<file path="config.mk">
export PLATFORM = sky130hd
export DESIGN_NAME = path_stack
export DESIGN_NICKNAME = d
export VERILOG_FILES = /design/src/rtl/path_stack.sv
export SDC_FILE = /design/constraint.sdc
export NUM_CORES = 1
export LEC_CHECK = 0
export BUFFER_PORTS_ARGS = -buffer_cell sky130_fd_sc_hd__buf_2
export CAP_MARGIN = 15
export CORE_MARGIN = 5
export CORE_UTILIZATION = 40
export CTS_CLUSTER_DIAMETER = 40
export DETAILED_ROUTE_END_ITERATION = 8
export PLACE_DENSITY = 0.64
export SETUP_SLACK_MARGIN = 0.05
export SLEW_MARGIN = 40
export SYNTH_ARGS = -nofsm -noshare
export SYNTH_HDL_FRONTEND = slang
export SYNTH_SLANG_ARGS = --single-unit
</file>
<file path="constraint.sdc">
create_clock -name clk -period 4 [get_ports clk]
set_clock_uncertainty 0.15 [all_clocks]
set_input_delay 0.2 -clock clk [delete_from_list [all_inputs] [get_ports clk]]
set_output_delay 0.2 -clock clk [all_outputs]
set_load 0.03 [all_outputs]
</file>
<file path="src/rtl/path_stack.sv">
// path_stack: LIFO store of 2-bit maze moves.
// Exploration pushes moves. Backtracking pops them and gets back the reversed
// direction. After the goal is reached, replay walks the stack from the bottom
// to the top, so the moves come out in forward order.
module path_stack #(
    parameter int unsigned DEPTH = 256,
    parameter int unsigned PW    = 8
) (
    input  logic          clk,
    input  logic          rst,
    input  logic          push,
    input  logic          pop,
    input  logic [1:0]    dirIn,
    input  logic          rdStart,
    input  logic          rdNext,
    output logic [1:0]    dirOut,
    output logic          outValid,
    output logic          empty,
    output logic          full,
    output logic [PW:0]   depth,
    output logic          rdDone,
    output logic          err
);

    typedef enum logic {
        ST_TRACK  = 1'b0,
        ST_REPLAY = 1'b1
    } state_e;

    logic [1:0]  mem [DEPTH];

    state_e      state_q,     state_d;
    logic [PW:0] sp_q,        sp_d;
    logic [PW:0] rd_ptr_q,    rd_ptr_d;
    logic [1:0]  dir_out_q,   dir_out_d;
    logic        out_valid_q, out_valid_d;
    logic        rd_done_q,   rd_done_d;
    logic        err_q,       err_d;

    logic          mem_we;
    logic [PW-1:0] mem_waddr;
    logic [1:0]    mem_wdata;

    logic          is_empty;
    logic          is_full;
    logic [PW-1:0] sp_idx;
    logic [PW-1:0] top_idx;
    logic [1:0]    top_dir;
    logic [1:0]    rd_dir;

    // Occupancy flags and read taps for the top entry and the replay pointer
    always_comb begin
        is_empty = (sp_q == '0);
        is_full  = (sp_q == (PW+1)'(DEPTH));
        sp_idx   = sp_q[PW-1:0];
        top_idx  = PW'(sp_q - 1'b1);
        top_dir  = mem[top_idx];
        rd_dir   = mem[rd_ptr_q[PW-1:0]];
    end

    // Next-state logic. In tracking mode rdStart wins over push and pop.
    // In replay mode only rdNext does anything.
    always_comb begin
        state_d     = state_q;
        sp_d        = sp_q;
        rd_ptr_d    = rd_ptr_q;
        dir_out_d   = dir_out_q;
        out_valid_d = 1'b0;
        rd_done_d   = rd_done_q;
        err_d       = err_q;
        mem_we      = 1'b0;
        mem_waddr   = sp_idx;
        mem_wdata   = dirIn;

        unique case (state_q)
            ST_TRACK: begin
                if (rdStart) begin
                    rd_ptr_d  = '0;
                    rd_done_d = is_empty;
                    state_d   = ST_REPLAY;
                end else if (push && pop && !is_empty) begin
                    // Swap the top entry: return the old top reversed and
                    // store the new move in its place. Depth does not change.
                    mem_we      = 1'b1;
                    mem_waddr   = top_idx;
                    dir_out_d   = top_dir + 2'd2;
                    out_valid_d = 1'b1;
                end else if (push) begin
                    if (is_full) begin
                        err_d = 1'b1;
                    end else begin
                        mem_we = 1'b1;
                        sp_d   = sp_q + 1'b1;
                    end
                end else if (pop) begin
                    if (is_empty) begin
                        err_d = 1'b1;
                    end else begin
                        sp_d        = sp_q - 1'b1;
                        dir_out_d   = top_dir + 2'd2;
                        out_valid_d = 1'b1;
                    end
                end
            end
            ST_REPLAY: begin
                if (rdNext && (rd_ptr_q < sp_q)) begin
                    dir_out_d   = rd_dir;
                    out_valid_d = 1'b1;
                    rd_ptr_d    = rd_ptr_q + 1'b1;
                    if ((rd_ptr_q + 1'b1) == sp_q) begin
                        rd_done_d = 1'b1;
                    end
                end
            end
            default: state_d = ST_TRACK;
        endcase
    end

    // Control and output registers. Synchronous active-low reset.
    always_ff @(posedge clk) begin
        if (!rst) begin
            state_q     <= ST_TRACK;
            sp_q        <= '0;
            rd_ptr_q    <= '0;
            dir_out_q   <= '0;
            out_valid_q <= 1'b0;
            rd_done_q   <= 1'b0;
            err_q       <= 1'b0;
        end else begin
            state_q     <= state_d;
            sp_q        <= sp_d;
            rd_ptr_q    <= rd_ptr_d;
            dir_out_q   <= dir_out_d;
            out_valid_q <= out_valid_d;
            rd_done_q   <= rd_done_d;
            err_q       <= err_d;
        end
    end

    // Move storage. The contents are not reset, and no write happens while
    // reset is asserted.
    always_ff @(posedge clk) begin
        if (rst && mem_we) begin
            mem[mem_waddr] <= mem_wdata;
        end
    end

    assign dirOut   = dir_out_q;
    assign outValid = out_valid_q;
    assign rdDone   = rd_done_q;
    assign err      = err_q;
    assign empty    = is_empty;
    assign full     = is_full;
    assign depth    = sp_q;

endmodule

</file>
==> reports/results.ini <==
[setup_path]
reg2reg_depth=10
worstPathRequired_ns=4.38
cp_max_fo=29
startpoint_type=flop
worstSetupPathType=flop to flop
cp.arrival_ns=4.22
end_kind=flop

[yosys]
ys_types=73
synth_flop_cell=edfxtp_1
ys_ff_latch=544
yosys_warnings=0
synth_fp_nets=1982
seq_area_frac_synth_pct=57.8
syn_area_per_cell_um2=14.1
synth_edf_count=512
syn_inst=1961
async_flop_share_pct=0
synth_area_um2=27700

[placed_design]
dp_cells=2883
port_buffers=23
gp_congestion=0.961
dp_hpwl_mm=59.7

[layout]
final_common_cell=edfxtp_1
layout_common_cells=edfxtp_1, nor2_1, mux4_2, nand2_1, buf_4
nets=2071
area_growth_pct=16.9
layout-drive-gt1-share_pct=25.5
fin_cells=3052
num_antenna_cells=0

[detailed_routing]
routed_wl_mm=90.1
via_count=19400
drtPass1Iterations=7
drt-wirelength-per-cell_um=29.5
drtIter0Drc=2518
vias_per_cell=6.36
drc=0
drtAntennaViolNets=0

[grt]
grt_pass1_vias=19300
overflow=0
grt_pass1_wl_mm=131
antenna_found_initial=1
track_usage_pct=23.7
grt_max_degree=118

[status]
status=complete, no violations

[die]
io_pins=24
core_um2=68700
die_y_um=273
die_w_um=273
dieArea_um2=74700
placementRows=96
initial_core_util_pct=40.3

[sta]
hold_viol_final=0
tightest_slew_ns=1.01
maxSlewViolCount=0
tns_ns=0
grt_setup_unrepaired=false
period_share_pct=95.9
max-slew-margin-rel_pct=32.8
holdWs_ns=0.0892
finalCriticalPeriod_ns=3.84
fmax_mhz=261
setup_violations=0

[pwr]
finalPower_mw=16.4
vdd_ir_drop_max_mv=0.267
power_density_nw_per_um2=506
leakagePower_nw=9.97

[cts]
cts_buffers=87
cts_htree_levels=3
cts_num_sinks=544
ctsRootBufferMaster=clkbuf_16
cts_max_path_buffers=3
cts_tree=yes
clk_pin_slew_ns=0.05
clkLatencyLatePin_ns=0.64

[min_path]
hp-class=input port to flop
min_path_cells=5

[flow_run]
maxCapViolCount=0

state kept, by name, indices dropped and copies added (netlist names), named ones only:
name / count
mem: 512
depth: 9
rd_ptr_q: 9
dirOut: 2
err: 1
outValid: 1
rdDone: 1
state_q: 1
final timing paths:
check                           startpoint                        to  slack [ns]
setup / recovery     depth[0]$_SDFFE_PN0P_    dirOut[1]$_SDFFE_PN0P_        0.16
hold / removal                         pop     depth[2]$_SDFFE_PN0P_        0.09
setup reg to reg     depth[0]$_SDFFE_PN0P_    dirOut[1]$_SDFFE_PN0P_        0.16
hold reg to reg   rd_ptr_q[8]$_SDFFE_PN0P_  rd_ptr_q[8]$_SDFFE_PN0P_        0.37
per-layer routing:
| metal | vias to the layer above | track usage, % | share of wire (%) |
|---|---|---|---|
| met5 | - | 0 | 0.0078 |
| met4 | 2 | 9.27 | 4.6 |
| met3 | 249 | 5.54 | 11 |
| met2 | 1311 | 37.5 | 47 |
| met1 | 9914 | 32.1 | 38 |
| li1 | 7939 | - | - |
cells in the mapped netlist (all sizes together), types with 6 or more instances:
master	count	area [um^2]
inv	21	78.8
o311ai	6	52.6
buf	88	533
a2111oi	10	87.6
a211oi	7	52.6
or2	8	50.1
o22ai	30	188
nor3	20	100
a311oi	6	52.6
nor2	316	1190
nor2b	8	50.1
or3	12	75.1
and2	8	52.6
mux4	223	5020
mux2i	98	981
and3	11	68.8
nand2	168	631
nor4	14	93.8
xnor2	26	228
clkbuf	68	255
ha	13	163
edfxtp	512	15400
dfxtp	32	641
nand4	19	119
nand3	52	260
a21oi	42	210
o21ai	22	110
a31oi	17	106
o221ai	22	193
kinds of logic after synthesis:
group | count (synthesis) | synth area share [%]
compound gates | 216 | 5.44
xor+xnor | 31 | 1.01
fa+ha+maj | 13 | 0.587
buf+inv | 180 | 3.17
flops | 544 | 57.8
mux | 324 | 21.8
simple gates | 653 | 10.2
critical path: stages (launching register included):
cell	delay, ns
dfxtp_4	0.41
inv_2	0.10
ha_4	0.68
buf_4	0.38
nand2b_1	0.31
o32ai_1	0.14
or4_1	0.56
a41o_1	0.27
nor4b_2	0.39
nor4_1	0.11
a211oi_1	0.24
area by class of cell:
type                       instances  area (um^2)
fill                            5955        36300
timing repair buffer             156         1370
clock buffer                     105         2280
multi-input combinational       1237        10900
tap                              931         1160
sequential                       544        16000
clock inverter                    55          556
inverter                          24         90.1
power by group:
part           total [mW]  internal [mW]  switching (mW)
combinational        2.86           1.14            1.71
sequential           6.29           6.25          0.0393
clock                7.25           4.44            2.81
per-stage QoR:
step / util [%] / setup WS (ns) / instance area [um^2]
2_1_floorplan: - / 0.0636 / 27700
3_3_place_gp: 42.8 / 0.153 / 29400
3_5_place_dp: 42.9 / 0.198 / 29400
4_1_cts: 47.1 / 0.171 / 32300
5_1_grt: 47.1 / 0.0554 / 32400
6_report: 47.1 / 0.163 / 32400
timing repair:
| action | CTS | global route |
|---|---|---|
| resized for setup | 0 | 3 |
| endpoints found under the hold margin | 84 | 0 |
| endpoints found under the setup margin | 0 | 149 |
| buffers inserted | 0 | 4 |
| hold buffers | 5 | 0 |
Note: power is estimated with default switching activity, not from simulation.
